## src/rtl/uart_pkg.sv

```systemverilog
// Shared definitions for the UART transmit-side buffer: drain FSM encoding,
// default data width and the occupancy-counter width helper.
package uart_pkg;

    localparam int UART_DATA_W = 8;

    typedef enum logic [1:0] {
        S_IDLE      = 2'd0,
        S_REQ       = 2'd1,
        S_WAIT_BUSY = 2'd2,
        S_WAIT_DONE = 2'd3
    } tx_state_e;

    // Occupancy must represent 0..depth inclusive, hence one extra bit.
    function automatic int cnt_width(input int depth);
        return $clog2(depth) + 1;
    endfunction

endpackage

```

## src/rtl/sync_fifo_mem.sv

```systemverilog
// Circular byte store with write/read pointers and a registered occupancy
// count. Knows nothing about the transmitter; the caller decides when to pop.
module sync_fifo_mem
    import uart_pkg::*;
#(
    parameter int DEPTH = 8,
    parameter int WIDTH = UART_DATA_W,
    localparam int PW   = $clog2(DEPTH),
    localparam int CW   = cnt_width(DEPTH)
) (
    input  logic             clk,
    input  logic             rst_n,
    input  logic             wr_i,
    input  logic [WIDTH-1:0] wdata_i,
    input  logic             rd_i,
    output logic [WIDTH-1:0] rdata_o,
    output logic [CW-1:0]    count_o,
    output logic             full_o,
    output logic             empty_o,
    output logic             drop_o
);

    logic [WIDTH-1:0] mem_q [DEPTH];
    logic [PW-1:0]    wr_ptr_q;
    logic [PW-1:0]    rd_ptr_q;
    logic [CW-1:0]    count_q;
    logic             push;

    // A write into a full store is still taken when a pop frees a slot on the same edge.
    assign push    = wr_i && (!full_o || rd_i);
    assign drop_o  = wr_i && full_o && !rd_i;
    assign full_o  = (count_q == CW'(DEPTH));
    assign empty_o = (count_q == '0);
    assign count_o = count_q;
    assign rdata_o = mem_q[rd_ptr_q];

    // Storage array; contents after reset are don't-care so it carries no reset.
    always_ff @(posedge clk) begin
        if (push) begin
            mem_q[wr_ptr_q] <= wdata_i;
        end
    end

    // Pointers wrap naturally at DEPTH-1; count tracks push/pop imbalance only.
    always_ff @(posedge clk or negedge rst_n) begin
        if (!rst_n) begin
            wr_ptr_q <= '0;
            rd_ptr_q <= '0;
            count_q  <= '0;
        end else begin
            if (push) wr_ptr_q <= wr_ptr_q + PW'(1);
            if (rd_i) rd_ptr_q <= rd_ptr_q + PW'(1);
            case ({push, rd_i})
                2'b10:   count_q <= count_q + CW'(1);
                2'b01:   count_q <= count_q - CW'(1);
                default: count_q <= count_q;
            endcase
        end
    end

endmodule

```

## src/rtl/uart_tx_fifo.sv

```systemverilog
// Transmit buffer in front of the UART transmitter. Bytes are queued on
// wr_en and drained one at a time over the tx_req/tx_data/tx_busy handshake.
// Handshake: tx_req is a single-cycle pulse that the transmitter samples on
// the following edge, tx_data is held until the next pulse, and the
// transmitter acknowledges by raising tx_busy for the duration of the frame;
// a new request is only issued once tx_busy is low again.
module uart_tx_fifo
    import uart_pkg::*;
#(
    parameter int DEPTH    = 8,
    parameter int WIDTH    = UART_DATA_W,
    parameter int BUSY_TMO = 3,
    localparam int CW      = cnt_width(DEPTH),
    localparam int TW      = (BUSY_TMO > 1) ? $clog2(BUSY_TMO) : 1
) (
    input  logic             clk,
    input  logic             rst_n,
    input  logic             ena,
    input  logic             wr_en,
    input  logic [WIDTH-1:0] wr_data,
    input  logic             clr_err,
    output logic             full,
    output logic             empty,
    output logic [CW-1:0]    count,
    output logic             overflow,
    output logic             lost,
    output logic             tx_req,
    output logic [WIDTH-1:0] tx_data,
    input  logic             tx_busy,
    output tx_state_e        dbg_state
);

    tx_state_e        state_q;
    logic [TW-1:0]    tmo_q;
    logic             tx_req_q;
    logic [WIDTH-1:0] tx_data_q;
    logic             overflow_q, overflow_d;
    logic             lost_q, lost_d;
    logic             pop;
    logic             drop;
    logic             lost_evt;
    logic [WIDTH-1:0] rdata;

    sync_fifo_mem #(
        .DEPTH (DEPTH),
        .WIDTH (WIDTH)
    ) u_mem (
        .clk     (clk),
        .rst_n   (rst_n),
        .wr_i    (wr_en),
        .wdata_i (wr_data),
        .rd_i    (pop),
        .rdata_o (rdata),
        .count_o (count),
        .full_o  (full),
        .empty_o (empty),
        .drop_o  (drop)
    );

    // The only pop point is leaving S_IDLE with a request.
    assign pop      = (state_q == S_IDLE) && !empty && !tx_busy && ena;
    assign lost_evt = (state_q == S_WAIT_BUSY) && !tx_busy && (tmo_q == TW'(BUSY_TMO - 1));

    // Drain FSM: request, then wait for busy to rise (bounded), then to fall.
    always_ff @(posedge clk or negedge rst_n) begin
        if (!rst_n) begin
            state_q   <= S_IDLE;
            tmo_q     <= '0;
            tx_req_q  <= 1'b0;
            tx_data_q <= '0;
        end else begin
            case (state_q)
                S_IDLE: begin
                    if (pop) begin
                        tx_req_q  <= 1'b1;
                        tx_data_q <= rdata;
                        state_q   <= S_REQ;
                    end
                end
                S_REQ: begin
                    tx_req_q <= 1'b0;
                    tmo_q    <= '0;
                    state_q  <= S_WAIT_BUSY;
                end
                S_WAIT_BUSY: begin
                    if (tx_busy) begin
                        state_q <= S_WAIT_DONE;
                    end else if (lost_evt) begin
                        // Byte is treated as consumed; no retry.
                        state_q <= S_IDLE;
                    end else begin
                        tmo_q <= tmo_q + TW'(1);
                    end
                end
                S_WAIT_DONE: begin
                    if (!tx_busy) state_q <= S_IDLE;
                end
                default: state_q <= S_IDLE;
            endcase
        end
    end

    // Sticky error flags: a new event in the same cycle beats clr_err.
    always_comb begin
        overflow_d = overflow_q;
        lost_d     = lost_q;
        if (clr_err) begin
            overflow_d = 1'b0;
            lost_d     = 1'b0;
        end
        if (drop)     overflow_d = 1'b1;
        if (lost_evt) lost_d     = 1'b1;
    end

    // Registered sticky flags.
    always_ff @(posedge clk or negedge rst_n) begin
        if (!rst_n) begin
            overflow_q <= 1'b0;
            lost_q     <= 1'b0;
        end else begin
            overflow_q <= overflow_d;
            lost_q     <= lost_d;
        end
    end

    assign overflow  = overflow_q;
    assign lost      = lost_q;
    assign tx_req    = tx_req_q;
    assign tx_data   = tx_data_q;
    assign dbg_state = state_q;

endmodule

```

## config.mk

```make
export PLATFORM = sky130hd
export DESIGN_NAME = uart_tx_fifo
export DESIGN_NICKNAME = d
export VERILOG_FILES = /design/src/rtl/uart_pkg.sv /design/src/rtl/sync_fifo_mem.sv /design/src/rtl/uart_tx_fifo.sv
export SDC_FILE = /design/constraint.sdc
export NUM_CORES = 1
export LEC_CHECK = 0
export BUFFER_PORTS_ARGS = -buffer_cell sky130_fd_sc_hd__buf_2
export CORE_ASPECT_RATIO = 0.7
export CORE_MARGIN = 1
export CORE_UTILIZATION = 60
export DETAILED_ROUTE_END_ITERATION = 12
export PLACE_DENSITY = 0.86
export SLEW_MARGIN = 20
export SYNTH_ARGS = -nofsm -noshare
export SYNTH_HDL_FRONTEND = slang
export SYNTH_SLANG_ARGS = --single-unit
```

## constraint.sdc

```tcl
create_clock -name clk -period 5.1 [get_ports clk]
set_clock_uncertainty 0.2 [all_clocks]
set_input_delay 0.51 -clock clk [delete_from_list [all_inputs] [get_ports clk]]
set_output_delay 0.51 -clock clk [all_outputs]
set_load 0.005 [all_outputs]
```

Word-level counts from Yosys, hierarchy flattened
Memories as Yosys holds them, arrays and structs flattened. A register that Yosys moved wholly into a read port is not among the register bits.
Index checks and enable logic that the tools add are counted.

cells by class
  add/subtract/negate cells = 5
  mux-type cells = 16
  reductions and logical operators = 25
  equal/unequal tests = 12

operators with widths
  kind                                                                     number
  2-bit two-way mux                                                        6
  2-bit nonzero test                                                       5
  2-bit equality test, second input constant                               4
  1-bit logical AND                                                        8
  2-bit case mux with 4 select lines                                       1
  4-bit case mux with 2 select lines                                       1
  3-bit by 1-bit adder with 3-bit output, second input constant            2
  1-bit two-way mux                                                        6
  2-bit inequality test, second input constant                             3
  3-bit AND reduction                                                      2
  1-bit zero test                                                          5
  4-bit by 1-bit adder with 4-bit output, second input constant            1
  2-bit by 1-bit equality test with 1-bit output, second input constant    2
  4-bit equality test, second input constant                               1
  4-bit zero test                                                          1
  2-bit case mux with 2 select lines                                       1
  2-bit AND reduction                                                      2
  4-bit by 1-bit subtractor with 4-bit output, second input constant       1
  3-bit inequality test, second input constant                             1
  2-bit by 1-bit adder with 2-bit output, second input constant            1
  2-bit zero test                                                          1
  2-bit by 1-bit inequality test with 1-bit output, second input constant  1
  1-bit case mux with 2 select lines                                       1
  1-bit logical OR                                                         1

word-level totals
  memories = 1
  output and inout bits = 19
  logic and storage cells = 67
  bits of input ports = 14
  register bits after elaboration = 17
  memory bits (writable) = 64

memory list
  name         depth  bits a word  rd ports  clocked after Yosys merged registers in  wr ports  line                 source
  u_mem.mem_q  8      8            1         1                                        1         sync_fifo_mem.sv:23  logic [WIDTH-1:0] mem_q [DEPTH];

Depth between registers and ports, before layout
Gate-level depths: netlist of the first run.

  word-level depth = 9
  gate-level depth with buffers = 11
  gate-level depth less buffers = 10

Modules after synthesis
Synthesis of the first run repeated with hierarchy kept, for this count alone.

unflattened totals
  cell total of the unflattened synthesis = 195
  area total of the unflattened synthesis = 3709.8 um2

by module, submodules not included
  module         area an instance (um2)  instances  cells an instance
  sync_fifo_mem  3052.9                  1          148
  uart_tx_fifo   656.9                   1          47

Worst setup path after synthesis of the first run
Ideal clock, no wire load.

  path kind = input port to flip-flop
  from = in tx_busy
  to = reg u_mem.count_q[2], in the netlist u_mem.count_o[2]
  stages on the path = 10
  required time = 4.772 ns
  arrival = 2.360 ns
  path slack = 2.412 ns
  cells stage by stage = or4b_4 > or2_1 > inv_1 > ha_1 > xor2_1 > ha_1 > a21oi_1 > xor2_1 > nor2_1 > xor2_1

between the ends
  cells in the longest elaborated chain, start to end = 7

RTL lines
  element                                                                                       line                 source
  from (decl)                                                                                   uart_tx_fifo.sv:29   input logic tx_busy,
  1-bit zero test *                                                                             --
  1-bit logical AND * (2 in series)                                                             uart_tx_fifo.sv:61   assign pop = (state_q == S_IDLE) && !empty && !tx_busy && ena;
  net pop                                                                                       uart_tx_fifo.sv:39   logic pop;
  1-bit logical OR                                                                              sync_fifo_mem.sv:30  assign push = wr_i && (!full_o || rd_i);
  1-bit logical AND                                                                             sync_fifo_mem.sv:30
  2-bit by 1-bit equality test with 1-bit output / 2-bit equality test (equally long branches)  sync_fifo_mem.sv:53  case ({push, rd_i})
  4-bit case mux with 2 select lines / 2-bit nonzero test (equally long branches)               --
  to (signal assigned)                                                                          sync_fifo_mem.sv:54  2'b10: count_q <= count_q + CW'(1);
  to (signal assigned)                                                                          sync_fifo_mem.sv:55  2'b01: count_q <= count_q - CW'(1);
  to (signal assigned)                                                                          sync_fifo_mem.sv:56  default: count_q <= count_q;
  to (decl)                                                                                     sync_fifo_mem.sv:26  logic [CW-1:0] count_q;

Mark *: on every way through the listed nets, which the timed path passes. The rest lies on a longest branch.
A chain may end at the register's enable or synchronous reset.

Worst setup path after layout of the first run
  from = reg state_q[0], in the netlist dbg_state[0]
  to = reg u_mem.count_q[2], in the netlist u_mem.count_o[2]

between the ends
  cells in the longest elaborated chain, start to end = 8

RTL lines
  element                                                                                       line                 source
  from (decl)                                                                                   uart_tx_fifo.sv:33   tx_state_e state_q;
  from (signal assigned)                                                                        uart_tx_fifo.sv:67   state_q <= S_IDLE;
  from (signal assigned)                                                                        uart_tx_fifo.sv:77   state_q <= S_REQ;
  from (signal assigned)                                                                        uart_tx_fifo.sv:83   state_q <= S_WAIT_BUSY;
  2-bit zero test *                                                                             uart_tx_fifo.sv:61
  1-bit logical AND * (3 in series)                                                             uart_tx_fifo.sv:61
  net pop                                                                                       uart_tx_fifo.sv:39
  1-bit logical OR                                                                              sync_fifo_mem.sv:30
  1-bit logical AND                                                                             sync_fifo_mem.sv:30
  2-bit by 1-bit equality test with 1-bit output / 2-bit equality test (equally long branches)  sync_fifo_mem.sv:53
  4-bit case mux with 2 select lines / 2-bit nonzero test (equally long branches)               --

Marks and branches as above.

==> flow_summary_export.csv, run 1 <==
group,metric,value,unit
worst_setup_path,worstSetupStartpointType,"flip-flop",
place,place_area,0.00381,mm2
job,maxCapViolations,0,
sta,setup_violations,0,
run_status,status,"completed",
power_and_ir_drop,power_frac_clock,23.0,%
place,numPortBuffers,32,
clock_tree,clkTransAtPathRegs,0.09,ns
global_routing,grt_start_max_net_pins,26,
power_and_ir_drop,power_switching,0.688,mW
place,gp_congestion,0.778,
drt,ant_nets,0,
min_path,worstHoldPathType,"in2reg",
worst_setup_path,critPathLaunch,"dbg_state[0]",
final_layout,final_nets,268,
clock_tree,htreeDepth,3,
logic_synthesis,synth_cell_types,34,
final_layout,antenna_cells,0,
power_and_ir_drop,swShare,30.9,%
sta,drv_slew,0,
logic_synthesis,syn_nets,231,
drt,vias,1968,
sta,hold-worst-slack,0.175,ns
logic_synthesis,yosysWarnings,0,
worst_setup_path,worstPathArrival,3.27,ns
place,dpl.hpwl,4.22,mm
floorplanning,die_area,0.00633,mm2
global_routing,gr-total-overflow,0,
final_layout,layout.cells.most_common_list,"64 x edfxtp_1, 32 x buf_2, 24 x dfrtp_1",
sta,rsz0062_at_grt,"no",
drt,firstDrtPassIters,5,
global_routing,grt_pass1_vias,1991,
floorplanning,die_w,94.6,um
place,post-place-ws,1.73,ns
final_layout,final_area,0.00404,mm2
place,placed_cells,311,
final_layout,area_growth,11.9,%
floorplanning,rows,23,
power_and_ir_drop,power_frac_comb,25.5,%
sta,worst_slack,1.87,ns
min_path,worstHoldStart,"clr_err",
floorplanning,ios,33,
sta,finalHoldViolCount,0,
sta,worst_pin_slew,0.923,ns
worst_setup_path,crit_fanout,20,
power_and_ir_drop,power,2.22,mW
clock_tree,cts_tree,"yes",
global_routing,antenna_found_initial,0,
sta,slew_headroom,38.2,%
logic_synthesis,synth_seq_cells,89,
drt,wl_per_cell,19.5,um
final_layout,regArea,0.00255,mm2
worst_setup_path,r2r_start,"dbg_state[0]",
clock_tree,cts.path.max_buffers,2,
clock_tree,cts_root_buffer,"clkbuf_8",
drt,drtIter0Drc,241,
final_layout,fin_cells,328,
final_layout,multi_input_area,982,um2
drt,drc_errors,0,
power_and_ir_drop,pwr-share-seq,51.5,%
worst_setup_path,critical_path_class,"reg2reg",
clock_tree,cts_buffers,9,
global_routing,track_usage,24.0,%
logic_synthesis,avgSynthCellArea,17.1,um2
drt,viasPerCell,6.00,
sta,fin_crit,3.23,ns
clock_tree,cts_sinks,89,
floorplanning,core,0.00576,mm2
logic_synthesis,seq_area_frac_synth,70.7,%
logic_synthesis,syn_area,0.00360,mm2
floorplanning,fp.dieH,66.9,um
worst_setup_path,critical_path_required,5.14,ns
worst_setup_path,endpoint_kind,"flip-flop",
power_and_ir_drop,power_density,551,mW/mm2
clock_tree,clkLatencyLatePin,0.35,ns
final_layout,final_common_cell,"edfxtp_1",
global_routing,grt_pass1_wl,10.4,mm
power_and_ir_drop,ir_worst_vdd,240,uV
power_and_ir_drop,power_leakage,1.52,nW
drt,routed_wl,6.39,mm
logic_synthesis,syn_inst,211,
floorplanning,start_util,62.6,%
logic_synthesis,synth-edff-count,64,
final_layout,final_util,70.1,%
logic_synthesis,synthArstFlopShare,28.1,%
sta,max_freq,309,MHz
sta,period_share,63.4,%
power_and_ir_drop,intPower,1.54,mW
final_layout,drive_gt1_share,26.9,%
sta,setup-tns-final,0,ns
final_layout,nFillCells,370,
logic_synthesis,synth_flop_cell,"edfxtp_1",
==> power by group through the flow <==
stage	combinational [mW]	clock, mW	sequential, mW
2_1_floorplan	0.493	0	1.04
4_1_cts	0.571	0.519	1.15
6_report	0.566	0.511	1.15
3_3_place_gp	0.543	0	1.15
3_5_place_dp	0.569	0	1.16
5_1_grt	0.632	0.545	1.18
==> synthesized netlist by cell type (3+ instances only) <==
library cell / number / area [um2]
edfxtp_1: 64 / 1920
xnor2_1: 5 / 43.8
dfrtp_1: 25 / 626
xor2_1: 4 / 35.0
nand2_1: 21 / 78.8
ha_1: 6 / 75.1
nand3_1: 3 / 15.0
inv_1: 4 / 15.0
nor2_1: 9 / 33.8
a21oi_1: 3 / 15.0
o21ai_0: 3 / 15.0
mux4_2: 16 / 360
buf_6: 3 / 33.8
o21ai_1: 8 / 40.0
mux2i_1: 9 / 90.1
==> area by class of cell <==
cell class | count | area share (%)
flip-flops and latches | 89 | 63.2
multi-input cells | 109 | 24.3
repair buffers | 35 | 4.59
clock buffers | 10 | 3.16
well taps | 75 | 2.33
clock inverters | 6 | 2.05
inverters | 4 | 0.372
==> registers in the layout (all words and copies together), names as in the netlist <==
| register | flops |
|---|---|
| tx_req | 1 |
| overflow | 1 |
| u_mem.count_o | 4 |
| u_mem.rd_ptr_q | 3 |
| tx_data | 8 |
| u_mem.wr_ptr_q | 3 |
| dbg_state | 2 |
| lost | 1 |
| tmo_q | 2 |
| u_mem.mem_q | 64 |
==> kinds of logic (layout without fill, tap and decap cells) <==
kind of cell | Yosys count | in the layout | synth area share [%]
fa+ha+maj | 6 | 6 | 2.08
xor+xnor | 9 | 9 | 2.19
mux | 27 | 27 | 13.1
buf+inv | 13 | 55 | 2.08
compound gates | 20 | 20 | 3.33
flops | 89 | 89 | 70.7
simple gates | 47 | 47 | 6.53
==> what timing repair did <==
item,CTS,global route
setup endpoints to repair,0,0
buffers inserted,0,0
resized for setup,0,0
hold endpoints to repair,25,0
hold buffers,1,0
==> worst paths after layout <==
kind                                     end  slack (ns)  cells past startpoint
hold / removal                          lost        0.18                      2
setup reg to reg            u_mem.count_o[2]        1.87                     10
min in group asynchronous           tmo_q[1]        0.49                      2
hold reg to reg                   tx_data[0]        0.29                      2
setup / recovery            u_mem.count_o[2]        1.87                     10
max in group asynchronous  u_mem.rd_ptr_q[0]        3.79                      2
==> critical path, cell delays in order, from the launching register on <==
cell and delay (ns):
dfrtp_1 0.50, or4b_4 0.57, or2_1 0.49, inv_1 0.25, ha_1 0.30, xor2_1 0.12, ha_1 0.19, a21oi_1 0.14
xor2_1 0.15, nor2_1 0.06, xor2_1 0.14
==> routing by layer <==
| metal | up-vias | track usage (%) | wire [um] |
|---|---|---|---|
| li1 | 884 | - | - |
| met2 | 66 | 37.2 | 3090 |
| met5 | - | 0 | 0 |
| met1 | 1009 | 32.5 | 2760 |
| met3 | 9 | 6.96 | 473 |
| met4 | 0 | 9.09 | 75 |
Note: power is estimated with default switching activity, not from simulation.
==> run 2: changes to the inputs <==
--- a/config.mk
+++ b/config.mk
@@ -5,12 +5,13 @@
 export SDC_FILE = /design/constraint.sdc
 export NUM_CORES = 1
 export LEC_CHECK = 0
+export ABC_AREA = 1
 export BUFFER_PORTS_ARGS = -buffer_cell sky130_fd_sc_hd__buf_2
 export CORE_ASPECT_RATIO = 0.7
 export CORE_MARGIN = 1
-export CORE_UTILIZATION = 60
+export CORE_UTILIZATION = 53
 export DETAILED_ROUTE_END_ITERATION = 12
-export PLACE_DENSITY = 0.86
+export PLACE_DENSITY = 0.81
 export SLEW_MARGIN = 20
 export SYNTH_ARGS = -nofsm -noshare
 export SYNTH_HDL_FRONTEND = slang
==> constraint.sdc (replaced) <==
create_clock -name clk -period 2.7 [get_ports clk]
set_clock_uncertainty 0.2 [all_clocks]
set_input_delay 0.27 -clock clk [delete_from_list [all_inputs] [get_ports clk]]
set_output_delay 0.27 -clock clk [all_outputs]
set_load 0.005 [all_outputs]
==> flow_summary_export.csv, run 2 <==
group,metric,value,unit
drt,viasPerCell,5.13,
worst_setup_path,critical_path_class,"in2reg",
logic_synthesis,seq_area_frac_synth,65.3,%
final_layout,final_nets,453,
power_and_ir_drop,swShare,38.2,%
power_and_ir_drop,power_switching,1.66,mW
power_and_ir_drop,power_frac_comb,35.7,%
logic_synthesis,yosys.area.top_type_share,49.3,%
floorplanning,fp.dieH,73.8,um
sta,slew_headroom,62.8,%
job,maxCapViolations,0,
global_routing,grt_start_max_net_pins,35,
floorplanning,ios,33,
floorplanning,core,0.00694,mm2
global_routing,grt_pass1_vias,2636,
final_layout,final_common_cell,"nand2_1",
global_routing,gr-total-overflow,0,
worst_setup_path,endpoint_kind,"flip-flop",
logic_synthesis,syn_nets,401,
drt,wl_per_cell,14.6,um
final_layout,antenna_cells,0,
place,gp_congestion,0.853,
clock_tree,cts_sinks,89,
min_path,min_path_cells,3,
power_and_ir_drop,intPower,2.69,mW
global_routing,track_usage,22.3,%
logic_synthesis,yosysWarnings,0,
global_routing,antenna_found_initial,0,
sta,period_share,86.4,%
power_and_ir_drop,ir_worst_vdd,657,uV
worst_setup_path,r2r-end,"u_mem.count_o[2]",
sta,fin_crit,2.33,ns
place,dpl.hpwl,5.03,mm
sta,finalHoldViolCount,0,
final_layout,area_growth,14.5,%
worst_setup_path,r2r_slack,0.38,ns
logic_synthesis,synth_flop_cell,"edfxtp_1",
power_and_ir_drop,power_frac_clock,19.0,%
place,place_area,0.00418,mm2
floorplanning,die_area,0.00771,mm2
place,numPortBuffers,32,
power_and_ir_drop,power,4.35,mW
clock_tree,htreeDepth,3,
drt,drc_errors,0,
worst_setup_path,worstPathArrival,2.38,ns
final_layout,top_register,"u_mem.mem_q",
worst_setup_path,r2r_start,"u_mem.count_o[0]",
clock_tree,cts_buffers,9,
final_layout,final_area,0.00447,mm2
min_path,worstHoldPathType,"in2reg",
global_routing,grt_pass1_wl,12.7,mm
final_layout,fin_cells,532,
worst_setup_path,crit_fanout,10,
floorplanning,rows,25,
sta,drv_slew,0,
final_layout,nFillCells,562,
drt,firstDrtPassIters,5,
final_layout,largest_reg_flops,64,
floorplanning,start_util,56.2,%
power_and_ir_drop,power_leakage,2.03,nW
sta,max_freq,429,MHz
final_layout,drive_gt1_share,15.8,%
clock_tree,cts_tree,"yes",
min_path,worstHoldStart,"wr_en",
worst_setup_path,worstSetupStartpointType,"input pin",
logic_synthesis,synthArstFlopShare,28.1,%
run_status,status,"completed",
sta,worst_pin_slew,0.558,ns
drt,ant_nets,0,
logic_synthesis,synth_seq_cells,89,
clock_tree,cts.path.max_buffers,2,
clock_tree,clkLatencyLatePin,0.36,ns
sta,hold-worst-slack,0.0360,ns
logic_synthesis,synth_cell_types,28,
place,placed_cells,505,
logic_synthesis,synth_top_area_cell,"edfxtp_1",
sta,setup-tns-final,0,ns
final_layout,final_util,64.3,%
logic_synthesis,synth-edff-count,64,
drt,vias,2727,
sta,setup_violations,0,
final_layout,layout.cells.most_common_list,"156 x nand2_1, 64 x edfxtp_1, 40 x nand3_1",
clock_tree,cts_root_buffer,"clkbuf_8",
drt,routed_wl,7.77,mm
sta,rsz0062_at_grt,"no",
sta,worst_slack,0.368,ns
worst_setup_path,critical_path_required,2.74,ns
logic_synthesis,avgSynthCellArea,10.2,um2
logic_synthesis,synthTopCellsByCount,"156 x nand2_1, 64 x edfxtp_1, 40 x nand3_1",
clock_tree,clkTransAtPathRegs,0.09,ns
logic_synthesis,syn_inst,381,
min_path,whs_endpoint,"u_mem.wr_ptr_q[1]",
place,post-place-ws,0.420,ns
logic_synthesis,syn_area,0.00390,mm2
power_and_ir_drop,power_density,975,mW/mm2
drt,drtIter0Drc,235,
logic_synthesis,ys_top_cells_by_area,"edfxtp_1 49%, dfrtp_1 16%, nand2_1 15%",
floorplanning,die_w,105,um
power_and_ir_drop,pwr-share-seq,45.3,%
worst_setup_path,reg2regPathDepth,13,
logic_synthesis,yosysMostFrequentCell,"nand2_1",
-- run 2: changes by cell type after synthesis, moves of 3 or more --
| cell | previous run | this run |
|---|---|---|
| mux2i_1 | 9 | 0 |
| xor2_1 | 4 | 1 |
| inv_1 | 4 | 34 |
| mux4_2 | 16 | 0 |
| o21ai_1 | 8 | 3 |
| nand2_1 | 21 | 156 |
| nand3_1 | 3 | 40 |
| buf_2 | 2 | 7 |
| buf_4 | 0 | 3 |
| nor2_4 | 0 | 3 |
| o21ai_0 | 3 | 6 |
-- run 2: area by class of cell --
type | count | area, um2 | share of cell area [%]
inverters | 36 | 135 | 3.03
well taps | 94 | 118 | 2.63
multi-input cells | 243 | 1130 | 25.4
flip-flops and latches | 89 | 2550 | 57.0
repair buffers | 54 | 353 | 7.90
clock inverters | 5 | 37.5 | 0.841
clock buffers | 11 | 141 | 3.17
-- run 2: worst max-delay path by stage --
stage / start / end / slack (ns) / depth (start not counted)
2_1_floorplan: dbg_state[0] / u_mem.count_o[2] / 0.56 / 12
3_3_place_gp: u_mem.count_o[1] / u_mem.count_o[2] / 0.52 / 13
3_5_place_dp: u_mem.count_o[0] / u_mem.count_o[2] / 0.42 / 13
4_1_cts: u_mem.count_o[0] / u_mem.count_o[2] / 0.38 / 13
5_1_grt: u_mem.count_o[1] / u_mem.count_o[2] / 0.16 / 13
6_report: tx_busy / u_mem.count_o[2] / 0.37 / 13
-- run 2: timing repair --
item                                   in CTS  in global routing
endpoints found under the hold margin      92                  0
resized for setup                           0                  0
hold buffers                               11                  0
buffers inserted                            0                  0
-- run 2: cells by family (layout without fill, tap and decap cells) --
logic type	after synthesis	after routing	synth area share, %
buf+inv	49	106	5.61
fa+ha+maj	6	6	1.92
compound gates	13	13	1.76
xor+xnor	5	5	1.12
simple gates	219	219	24.3
flops	89	89	65.3
-- run 2: layer usage --
metal  vias to the layer above  global-route usage, %  wire [um]  share of wire, %
met5                         -                      0          0                 0
met4                         0                   10.0        134               1.7
met3                        14                   6.39        601               7.7
met2                       104                   34.4       3530                45
met1                      1276                   29.9       3510                45
li1                       1333                      -          -                 -
-- run 2: critical path, stage by stage --
cell and delay (ns):
dlygate4sd3_1 0.53, buf_2 0.13, inv_1 0.14, nand3_4 0.13, nand2_2 0.13, nand2_4 0.10, ha_1 0.24, nand2_1 0.08
nand2_1 0.07, ha_1 0.18, a21oi_1 0.15, xnor2_1 0.14, o21ai_0 0.09
-- run 2: power groups by stage --
stage                     Clock (mW)  Combinational [mW]  Sequential (mW)
final                          0.825                1.56             1.97
after global routing           0.901                1.77             2.00
after CTS                      0.850                1.55             1.97
after detailed placement           0                1.53             1.99
after global placement             0                1.49             1.98
after floorplan                    0                1.12             1.94
==> run 3: changes to the inputs <==
--- a/config.mk
+++ b/config.mk
@@ -6,7 +6,8 @@
 export NUM_CORES = 1
 export LEC_CHECK = 0
 export ABC_AREA = 1
-export BUFFER_PORTS_ARGS = -buffer_cell sky130_fd_sc_hd__buf_2
+export ABC_CLOCK_PERIOD_IN_PS = 2700
+export BUFFER_PORTS_ARGS = -buffer_cell sky130_fd_sc_hd__clkbuf_2
 export CORE_ASPECT_RATIO = 0.7
 export CORE_MARGIN = 1
 export CORE_UTILIZATION = 53
==> flow_summary_export.csv, run 3 (synthesis results as in run 2) <==
group,metric,value,unit
place,dpl.hpwl,5.07,mm
final_layout,largest_reg_flops,64,
drt,ant_nets,0,
floorplanning,rows,25,
floorplanning,start_util,56.2,%
clock_tree,cts_sinks,89,
clock_tree,cts_root_buffer,"clkbuf_8",
power_and_ir_drop,swShare,37.6,%
global_routing,met3_usage,6.21,%
worst_setup_path,worstPathArrival,2.37,ns
clock_tree,htreeDepth,3,
floorplanning,ios,33,
final_layout,antenna_cells,0,
clock_tree,cts.path.max_buffers,2,
worst_setup_path,critical_path_required,2.74,ns
min_path,whs_endpoint,"u_mem.mem_q[3][2]",
global_routing,grt_pass1_vias,2588,
floorplanning,core,0.00694,mm2
clock_tree,cts_buffers,9,
clock_tree,clkLatencyLatePin,0.36,ns
final_layout,top_register,"u_mem.mem_q",
place,gp_congestion,0.854,
worst_setup_path,crit_path_cell_trace,"dlygate4sd3_1 > clkbuf_2 > inv_1 > nand3_4 > nand2_2 > nand2_4 > ha_1 > nand2_1 > nand2_1 > ha_1 > a21oi_1 > xnor2_1 > o21ai_0",
floorplanning,die_area,0.00771,mm2
worst_setup_path,cp_slowest_cell,"dlygate4sd3_1",
final_layout,final_common_cell,"nand2_1",
clock_tree,post_cts_buffers,0,
drt,viasPerCell,5.18,
global_routing,use_met2,35.7,%
floorplanning,die_w,105,um
global_routing,grt_start_max_net_pins,35,
global_routing,grt_busiest_layer,"met2",
min_path,worstHoldPathType,"in2reg",
power_and_ir_drop,power_density,986,mW/mm2
worst_setup_path,critical_path_class,"in2reg",
global_routing,antenna_found_initial,0,
drt,firstDrtPassIters,4,
drt,vias,2743,
global_routing,grtUsageMet1,28.6,%
sta,finalHoldViolCount,0,
power_and_ir_drop,ir_worst_vdd,629,uV
worst_setup_path,r2r-end,"u_mem.count_o[2]",
sta,setup_violations,0,
power_and_ir_drop,intPower,2.74,mW
worst_setup_path,cp_top_family,"buffers and inverters",
floorplanning,fp.dieH,73.8,um
sta,max_freq,430,MHz
worst_setup_path,crit_fanout,10,
final_layout,layout.cells.most_common_list,"156 x nand2_1, 64 x edfxtp_1, 40 x nand3_1",
sta,worst_pin_slew,0.625,ns
final_layout,fin_cells,530,
sta,slew_headroom,58.4,%
worst_setup_path,r2r_start,"u_mem.count_o[0]",
sta,setup-tns-final,0,ns
job,maxCapViolations,0,
place,post-place-ws,0.425,ns
global_routing,gr-total-overflow,0,
worst_setup_path,cpPeakStageDelay,0.55,ns
drt,routed_wl,7.87,mm
drt,wl_per_cell,14.8,um
drt,drc_errors,0,
power_and_ir_drop,pwr-share-seq,45.0,%
sta,worst_slack,0.375,ns
power_and_ir_drop,power_leakage,2.02,nW
sta,drv_slew,0,
place,placed_cells,505,
global_routing,grt_pass1_wl,12.5,mm
worst_setup_path,cp.buffers_inverters,3,
place,numPortBuffers,32,
power_and_ir_drop,power_switching,1.65,mW
worst_setup_path,reg2regPathDepth,13,
clock_tree,clkTransAtPathRegs,0.09,ns
sta,fin_crit,2.33,ns
sta,period_share,86.1,%
drt,drtIter0Drc,214,
sta,rsz0062_at_grt,"no",
min_path,worstHoldStart,"wr_data[2]",
power_and_ir_drop,power_frac_comb,35.3,%
worst_setup_path,worstSetupStartpointType,"input pin",
final_layout,area_growth,14.3,%
worst_setup_path,endpoint_kind,"flip-flop",
global_routing,track_usage,22.2,%
final_layout,final_nets,451,
min_path,min_path_cells,1,
clock_tree,cts_tree,"yes",
run_status,status,"completed",
worst_setup_path,r2r_slack,0.40,ns
final_layout,drive_gt1_share,15.6,%
power_and_ir_drop,power_frac_clock,19.7,%
==> run 3: changes by cell type in the layout (fill, tap and decap cells not counted), sizes merged <==
cell         delta
clkbuf         +34
buf            -32
dlygate4sd3     -2
clkinv          -1
inv             -1
==> run 3: cell type report <==
cell class / count / area (um2)
Timing Repair Buffer: 52 / 333
Sequential cell: 89 / 2550
Fill cell: 551 / 2490
Inverter: 36 / 135
Clock inverter: 3 / 20.0
Tap cell: 94 / 118
Clock buffer: 13 / 170
Multi-Input combinational cell: 243 / 1130
==> run 3: what timing repair did <==
action                                 in CTS  in global routing
endpoints found under the hold margin      67                  0
hold buffers                                9                  0
resized for setup                           0                  0
==> run 3: per-layer routing <==
layer / routed length [um] / vias up / share of wire (%)
li1: - / 1332 / -
met1: 3490 / 1288 / 44
met4: 175 / 0 / 2.2
met3: 513 / 18 / 6.5
met5: 0 / - / 0
met2: 3690 / 105 / 47
==> run 3: how the worst max path moves through the flow <==
stage,slack [ns],from,to,cells after the start
finish,0.37,tx_busy,u_mem.count_o[2],13
global route,0.19,u_mem.count_o[1],u_mem.count_o[2],13
CTS,0.40,u_mem.count_o[0],u_mem.count_o[2],13
detailed placement,0.42,u_mem.count_o[0],u_mem.count_o[2],13
global placement,0.51,u_mem.count_o[1],u_mem.count_o[2],13
floorplan,0.56,dbg_state[0],u_mem.count_o[2],12
==> run 3: worst reg2reg max path: cells and delay by family, from the launching register on <==
kind | cells | cell delay (ns)
and+or+nand+nor | 7 | 0.72
AOI/OAI and AO/OA | 2 | 0.23
DFF | 1 | 0.45
xor gates and xnor gates | 1 | 0.13
buffers and inverters | 1 | 0.05
adders and majority gates | 2 | 0.41
==> run 3: power by group through the flow <==
stage | registers (mW) | logic, mW | clock network (mW)
finish | 1.98 | 1.55 | 0.865
global route | 2.01 | 1.76 | 0.936
CTS | 1.98 | 1.55 | 0.880
detailed placement | 2.00 | 1.53 | 0
global placement | 1.99 | 1.48 | 0
floorplan | 1.94 | 1.12 | 0
==> run 3: metrics by stage <==
stage | power (mW) | util, % | hold slack, ns | instance area (um2)
floorplan | 3.07 | - | -0.226 | 3900
detailed placement | 3.53 | 60.1 | 0.116 | 4180
finish | 4.39 | 64.2 | 0.0123 | 4460
global placement | 3.47 | 60.1 | 0.110 | 4180
CTS | 4.41 | 64.2 | 0.00690 | 4460
global route | 4.71 | 64.2 | 0.0116 | 4460
